### src/rtl/ps2_host_tx_if.sv
// Command-byte handshake between a PS/2 transmit client and ps2_host_tx.
// The client drives the byte and request; the transmitter drives status and result pulses.
interface ps2_host_tx_if;
    logic [7:0] tx_data;
    logic       tx_valid;
    logic       tx_ready;
    logic       tx_busy;
    logic       tx_done;
    logic       tx_err;
    logic [1:0] err_code;

    modport master (
        output tx_data, tx_valid,
        input  tx_ready, tx_busy, tx_done, tx_err, err_code
    );

    modport slave (
        input  tx_data, tx_valid,
        output tx_ready, tx_busy, tx_done, tx_err, err_code
    );
endinterface

### src/rtl/ps2_host_tx.sv
// PS/2 host-to-device byte transmitter driving open-drain clock/data through pull-low enables.
// Optional macro PS2_TX_RETRY_EN: up to two automatic retries of a failed transfer.
module ps2_host_tx #(
    parameter int INHIBIT_CYCLES = 10000,
    parameter int TIMEOUT_CYCLES = 2000000,
    parameter int FILTER_LEN     = 4
) (
    input  logic         clk,
    input  logic         rst,
    ps2_host_tx_if.slave host,
    input  logic         ps2_clk_i,
    input  logic         ps2_data_i,
    output logic         ps2_clk_oe,
    output logic         ps2_data_oe
);
    localparam int IW = $clog2(INHIBIT_CYCLES) + 1;
    localparam int TW = $clog2(TIMEOUT_CYCLES) + 1;
    localparam int FW = $clog2(FILTER_LEN) + 1;
    localparam logic [IW-1:0] INH_LAST = IW'(INHIBIT_CYCLES - 1);
    localparam logic [TW-1:0] TO_LAST  = TW'(TIMEOUT_CYCLES - 1);

    typedef enum logic [2:0] {IDLE, INHIBIT, SEND, WAIT_ACK, WAIT_IDLE} state_t;

    // Index 0 is the clock line, index 1 the data line.
    logic [1:0] pin_raw;
    logic [1:0] pin_filt;
    assign pin_raw = {ps2_data_i, ps2_clk_i};

    generate
        for (genvar gi = 0; gi < 2; gi++) begin : g_cond
            logic          s1_reg, s2_reg, filt_reg;
            logic [FW-1:0] cnt_reg;
            always_ff @(posedge clk or negedge rst) begin
                if (!rst) begin
                    s1_reg   <= 1'b1;
                    s2_reg   <= 1'b1;
                    filt_reg <= 1'b1;
                    cnt_reg  <= '0;
                end else begin
                    s1_reg <= pin_raw[gi];
                    s2_reg <= s1_reg;
                    if (s2_reg == filt_reg) begin
                        cnt_reg <= '0;
                    end else if (cnt_reg == FW'(FILTER_LEN - 1)) begin
                        filt_reg <= s2_reg;
                        cnt_reg  <= '0;
                    end else begin
                        cnt_reg <= cnt_reg + 1'b1;
                    end
                end
            end
            assign pin_filt[gi] = filt_reg;
        end
    endgenerate

    logic clk_filt_d_reg;
    logic clk_fall;
    assign clk_fall = clk_filt_d_reg & ~pin_filt[0];

    state_t        state_reg, state_next;
    logic [7:0]    data_reg, data_next;
    logic [8:0]    shift_reg, shift_next;
    logic [3:0]    bit_cnt_reg, bit_cnt_next;
    logic [IW-1:0] inh_cnt_reg, inh_cnt_next;
    logic [TW-1:0] to_cnt_reg, to_cnt_next;
    logic          data_oe_reg, data_oe_next;
    logic [1:0]    err_code_reg, err_code_next;
`ifdef PS2_TX_RETRY_EN
    logic [1:0]    retry_reg, retry_next;
`endif
    logic          done, err, fail, inhibit_last;
    logic [1:0]    fail_code;

    always_ff @(posedge clk or negedge rst) begin
        if (!rst) begin
            state_reg      <= IDLE;
            data_reg       <= '0;
            shift_reg      <= '0;
            bit_cnt_reg    <= '0;
            inh_cnt_reg    <= '0;
            to_cnt_reg     <= '0;
            data_oe_reg    <= 1'b0;
            err_code_reg   <= 2'b00;
            clk_filt_d_reg <= 1'b1;
`ifdef PS2_TX_RETRY_EN
            retry_reg      <= '0;
`endif
        end else begin
            state_reg      <= state_next;
            data_reg       <= data_next;
            shift_reg      <= shift_next;
            bit_cnt_reg    <= bit_cnt_next;
            inh_cnt_reg    <= inh_cnt_next;
            to_cnt_reg     <= to_cnt_next;
            data_oe_reg    <= data_oe_next;
            err_code_reg   <= err_code_next;
            clk_filt_d_reg <= pin_filt[0];
`ifdef PS2_TX_RETRY_EN
            retry_reg      <= retry_next;
`endif
        end
    end

    always_comb begin
        state_next    = state_reg;
        data_next     = data_reg;
        shift_next    = shift_reg;
        bit_cnt_next  = bit_cnt_reg;
        inh_cnt_next  = inh_cnt_reg;
        to_cnt_next   = to_cnt_reg;
        data_oe_next  = data_oe_reg;
        err_code_next = err_code_reg;
`ifdef PS2_TX_RETRY_EN
        retry_next    = retry_reg;
`endif
        done          = 1'b0;
        err           = 1'b0;
        fail          = 1'b0;
        fail_code     = 2'b00;
        inhibit_last  = 1'b0;

        case (state_reg)
            IDLE: begin
                if (host.tx_valid) begin
                    data_next    = host.tx_data;
                    inh_cnt_next = '0;
`ifdef PS2_TX_RETRY_EN
                    retry_next   = '0;
`endif
                    state_next   = INHIBIT;
                end
            end
            INHIBIT: begin
                if (inh_cnt_reg == INH_LAST) begin
                    inhibit_last = 1'b1;
                    data_oe_next = 1'b1;
                    shift_next   = {~^data_reg, data_reg};
                    bit_cnt_next = '0;
                    to_cnt_next  = '0;
                    state_next   = SEND;
                end else begin
                    inh_cnt_next = inh_cnt_reg + 1'b1;
                end
            end
            SEND: begin
                if (to_cnt_reg == TO_LAST) begin
                    fail      = 1'b1;
                    fail_code = 2'b01;
                end else if (clk_fall) begin
                    to_cnt_next  = '0;
                    bit_cnt_next = bit_cnt_reg + 1'b1;
                    if (bit_cnt_reg == 4'd9) begin
                        data_oe_next = 1'b0;
                        state_next   = WAIT_ACK;
                    end else begin
                        data_oe_next = ~shift_reg[0];
                        shift_next   = {1'b0, shift_reg[8:1]};
                    end
                end else begin
                    to_cnt_next = to_cnt_reg + 1'b1;
                end
            end
            WAIT_ACK: begin
                if (to_cnt_reg == TO_LAST) begin
                    fail      = 1'b1;
                    fail_code = 2'b01;
                end else if (clk_fall) begin
                    to_cnt_next = '0;
                    if (!pin_filt[1]) begin
                        state_next = WAIT_IDLE;
                    end else begin
                        fail      = 1'b1;
                        fail_code = 2'b10;
                    end
                end else begin
                    to_cnt_next = to_cnt_reg + 1'b1;
                end
            end
            WAIT_IDLE: begin
                if (to_cnt_reg == TO_LAST) begin
                    fail      = 1'b1;
                    fail_code = 2'b01;
                end else if (pin_filt == 2'b11) begin
                    done       = 1'b1;
                    state_next = IDLE;
                end else begin
                    to_cnt_next = to_cnt_reg + 1'b1;
                end
            end
            default: state_next = IDLE;
        endcase

        // Any abort releases data; the clock is already released outside INHIBIT.
        if (fail) begin
            data_oe_next = 1'b0;
`ifdef PS2_TX_RETRY_EN
            if (retry_reg != 2'd2) begin
                retry_next   = retry_reg + 1'b1;
                inh_cnt_next = '0;
                state_next   = INHIBIT;
            end else begin
                err           = 1'b1;
                err_code_next = fail_code;
                state_next    = IDLE;
            end
`else
            err           = 1'b1;
            err_code_next = fail_code;
            state_next    = IDLE;
`endif
        end
    end

    assign ps2_clk_oe    = (state_reg == INHIBIT);
    assign ps2_data_oe   = (data_oe_reg & ~fail) | inhibit_last;
    assign host.tx_ready = (state_reg == IDLE);
    assign host.tx_busy  = (state_reg != IDLE);
    assign host.tx_done  = done;
    assign host.tx_err   = err;
    assign host.err_code = err ? fail_code : err_code_reg;
endmodule

### src/flat_wrapper.sv
// flat-port wrapper written by rule: the top's interface ports become plain ports
module ps2_host_tx_flat 
#(
    parameter int INHIBIT_CYCLES = 10000,
    parameter int TIMEOUT_CYCLES = 2000000,
    parameter int FILTER_LEN     = 4
)
  (clk, rst, ps2_clk_i, ps2_data_i, ps2_clk_oe, ps2_data_oe, host_tx_data, host_tx_valid, host_tx_ready, host_tx_busy, host_tx_done, host_tx_err, host_err_code);
  ps2_host_tx_if host_i ();
  input  logic clk;
  input  logic rst;
  input  logic ps2_clk_i;
  input  logic ps2_data_i;
  output logic ps2_clk_oe;
  output logic ps2_data_oe;
  input wire logic [$bits(host_i.tx_data)-1:0] host_tx_data;
  input wire logic [$bits(host_i.tx_valid)-1:0] host_tx_valid;
  output wire logic [$bits(host_i.tx_ready)-1:0] host_tx_ready;
  output wire logic [$bits(host_i.tx_busy)-1:0] host_tx_busy;
  output wire logic [$bits(host_i.tx_done)-1:0] host_tx_done;
  output wire logic [$bits(host_i.tx_err)-1:0] host_tx_err;
  output wire logic [$bits(host_i.err_code)-1:0] host_err_code;
  assign host_i.tx_data = host_tx_data;
  assign host_i.tx_valid = host_tx_valid;
  assign host_tx_ready = host_i.tx_ready;
  assign host_tx_busy = host_i.tx_busy;
  assign host_tx_done = host_i.tx_done;
  assign host_tx_err = host_i.tx_err;
  assign host_err_code = host_i.err_code;
  ps2_host_tx #(.INHIBIT_CYCLES(INHIBIT_CYCLES), .TIMEOUT_CYCLES(TIMEOUT_CYCLES), .FILTER_LEN(FILTER_LEN)) u_core (.clk(clk), .rst(rst), .host(host_i), .ps2_clk_i(ps2_clk_i), .ps2_data_i(ps2_data_i), .ps2_clk_oe(ps2_clk_oe), .ps2_data_oe(ps2_data_oe));
endmodule
### config.mk
export PLATFORM = sky130hd
export DESIGN_NAME = ps2_host_tx_flat
export DESIGN_NICKNAME = d
export VERILOG_FILES = /design/src/rtl/ps2_host_tx_if.sv /design/src/rtl/ps2_host_tx.sv /design/src/flat_wrapper.sv
export SDC_FILE = /design/constraint.sdc
export NUM_CORES = 1
export LEC_CHECK = 0
export CELL_PAD_IN_SITES_DETAIL_PLACEMENT = 1
export CELL_PAD_IN_SITES_GLOBAL_PLACEMENT = 1
export CORE_UTILIZATION = 45
export CTS_CLUSTER_SIZE = 20
export DETAILED_ROUTE_END_ITERATION = 6
export PLACE_DENSITY = 0.79
export SETUP_SLACK_MARGIN = 0.2
export SLEW_MARGIN = 10
export SYNTH_ARGS = -nofsm -noshare
export SYNTH_HDL_FRONTEND = slang
export SYNTH_SLANG_ARGS = --single-unit
### constraint.sdc
create_clock -name clk -period 3.3 [get_ports clk]
set_clock_uncertainty 0.1 [all_clocks]
set_input_delay 0.495 -clock clk [delete_from_list [all_inputs] [get_ports clk]]
set_output_delay 0.495 -clock clk [all_outputs]
set_load 0.03 [all_outputs]
==> summary.md <==
| Metric | Value |
|---|---|
| Power consumption | `about 2400 uW` |
| Largest register FFs | `22` |
| Prevailing post-synth register cell | `dfrtp_1` |
| Drt total wl | `9530 um` |
| Port-buffer cells | `20` |
| Max-slew headroom | `between 30% and 40%` |
| Pre-CTS setup slack | `0.262 ns` |
| Final max-slew violation count | `0` |
| Starting Density | `47.4%` |
| Pre-antenna DRT Iters | `4` |
| Core area | `between 8000 and 9000 sq um` |
| CP Launch Type | `flop` |
| Number of synthesized register bits | `77` |
| Cell taking the most area after synthesis | `dfrtp_1` |
| Vias in the first global route | `approximately 3300` |
| YS warnings | `0` |
| H-tree Lvls | `3` |
| Clock root cell | `clkbuf_8` |
| Setup TNS | `0 ns` |
| Post-synth EDFFs | `0` |
| Clk sink count | `77` |
| HP Class | `input pin to async pin` |
| DR vias | `3204` |
| Gpl congestion | `slightly below 0.8` |
| Syn Nets | `roughly 420` |
| Status | `finished clean` |
| Least-Margin Pin Slew | `0.975 ns` |
| DR WL/cell | `17.9 um` |
| Max VDD drop | `0.245 mV` |
| Global-route wire length before repair | `16200 um` |
| WS Path Type | `flop to output pin` |
| Mapped cell area | `3970 sq um` |
| P per Cell Area | `between 500 and 600 nW/um^2` |
| Share of cells above drive strength 1 | `14.7%` |
| Clk_lat worst skew | `0.35 ns` |
| WP data required | `roughly 2.7 ns` |
| Reg clk slew, reported paths | `0.09 ns` |
| Tot GR Track Use | `22.8%` |
| # setup viols final | `0` |
| Most frequent cells in the layout | `dfrtp_1 (70), nand2_1 (57), nor2_1 (25)` |
| Post-synthesis average cell area | `9.86 sq um` |
| Row cnt | `33` |
| Cts bufs inserted | `9` |
| Fillers | `943` |
| Initial antenna violation count | `0` |
| Period utilisation layout | `89.7%` |
| Final Instance Count excl. Fillers | `533` |
| Clock buffer depth | `2` |
| Post-synth top area share | `about 44%` |
| Drt via density | `~6` |
| Die Span Y | `96.0 um` |
| I/O pins | `21` |
| Pin count of the biggest net entering global routing | `78` |
| Distinct cells, synth | `53` |
| Placed cells | `516` |
| Dpl hpwl | `between 6000 and 7000 um` |
| ANT cells | `0` |
| Mapped Cells | `roughly 400` |
| MaxCap Viol Count | `0` |
| Sequential share of the synthesized area | `48.7%` |
| F_max | `0.338 GHz` |
| Synth area leaders | `dfrtp_1 (44%), mux2_2 (5.4%), nand2_1 (5.4%)` |
| Overflow left after global routing | `0` |
| Antenna viol nets, final | `0` |
| P_leak | `0.00189 uW` |
| Synth-to-layout area growth | `13.4%` |
| DRT iter0 DRCs | `between 150 and 200` |
| Setup ws final | `0.340 ns` |
| Critical path peak fanout | `7` |
| Worst Setup End Kind | `output pin` |
| Die W | `96.0 um` |
| Final core utilization | `53.7%` |
| Nets | `442` |
| RSZ-0062 raised after global routing | `no` |
| Fin. Hold Viols | `0` |
| Die Footprint | `between 9000 and 10000 sq um` |
| Post-synth ARST share | `100%` |
| DRC Markers | `0` |
| Commonest non-fill, non-tap cell in the layout | `dfrtp_1` |
| Hold-fix buffers at CTS | `0` |
| Final min period | `2.96 ns` |
| CP arrival | `roughly 2.4 ns` |
| CTS tree | `yes` |
repair_timing:
action | in CTS | in global routing
endpoints found under the setup margin | 5 | 4
gates resized for setup | 8 | 9
pin swaps | 0 | 0
buffers inserted | 1 | 0
cell families after synthesis:
group,Yosys count,synth area share [%]
adders and majority gates,6,1.89
DFF,77,48.7
muxes,22,6.39
and+or+nand+nor,166,21.5
xor gates and xnor gates,17,3.75
buffers and inverters,26,2.99
AOI/OAI and AO/OA,89,14.7
worst max-delay path, stage by stage, from the launching register on:
cell and delay [ns]:
dfrtp_1 0.40, ha_1 0.26, nand3_4 0.14, or3_4 0.44, nor2_4 0.16, nor2_1 0.06, o22a_1 0.20, dlygate4sd2_1 0.36
final cells by class:
class / count / area, sq um / area share (%)
multi-input cells: 300 / 1960 / 43.5
flip-flops and latches: 77 / 1940 / 43.0
repair buffers: 26 / 229 / 5.08
well taps: 105 / 131 / 2.92
clock buffers: 10 / 128 / 2.83
clock inverters: 6 / 87.6 / 1.94
inverters: 9 / 33.8 / 0.750
Yosys cell counts, drive strengths merged (3+ instances only):
| cell | number |
|---|---|
| dfrtp | 70 |
| nand2 | 57 |
| nor2 | 26 |
| a31oi | 21 |
| mux2 | 21 |
| a21oi | 20 |
| o21ai | 17 |
| nand3 | 16 |
| nand4 | 13 |
| buf | 10 |
| nor3 | 10 |
| a41oi | 9 |
| inv | 9 |
| xnor2 | 9 |
| xor2 | 8 |
| and2 | 7 |
| clkbuf | 7 |
| dfstp | 7 |
| ha | 6 |
| nor2b | 5 |
| o31ai | 5 |
| or3 | 5 |
| and3 | 4 |
| nand2b | 4 |
| nor3b | 4 |
| o311ai | 4 |
| or4 | 4 |
| and4 | 3 |
| nor4b | 3 |
where the power goes:
group / internal (uW) / switching, uW / total (uW)
registers: 1070 / 112 / 1180
clock network: 426 / 355 / 781
logic: 203 / 218 / 421
total: 1700 / 685 / 2380
path summary, 6_finish.rpt:
| kind | cells after the start | slack [ns] | start | end |
|---|---|---|---|---|
| hold reg to reg | 0 | 0.26 | u_core.g_cond[1].s1_reg | u_core.g_cond[1].s2_reg |
| max in group asynchronous | 1 | 2.27 | rst | u_core.bit_cnt_reg[0] |
| min in group clk | 0 | 0.26 | u_core.g_cond[1].s1_reg | u_core.g_cond[1].s2_reg |
| setup / recovery | 7 | 0.34 | u_core.to_cnt_reg[0] | host_err_code[1] |
| hold / removal | 1 | 0.19 | rst | u_core.to_cnt_reg[5] |
| setup reg to reg | 5 | 0.73 | u_core.state_reg[1] | u_core.bit_cnt_reg[0] |
stage by stage:
step / hold WS [ns] / instance area (sq um)
global placement: 0.247 / 4250
floorplan: 0.0994 / 3970
finish: 0.193 / 4500
CTS: 0.224 / 4490
detailed placement: 0.248 / 4250
global route: 0.263 / 4500
per-layer routing:
layer | global-route usage [%] | part of all wire [%] | wire length, um
met1 | 29.5 | 47 | 4500
met5 | 0 | 0 | 0
met4 | 7.09 | 1.4 | 136
met2 | 37.7 | 49 | 4700
met3 | 5.21 | 2.0 | 195
Note: power is estimated with default switching activity, not from simulation.
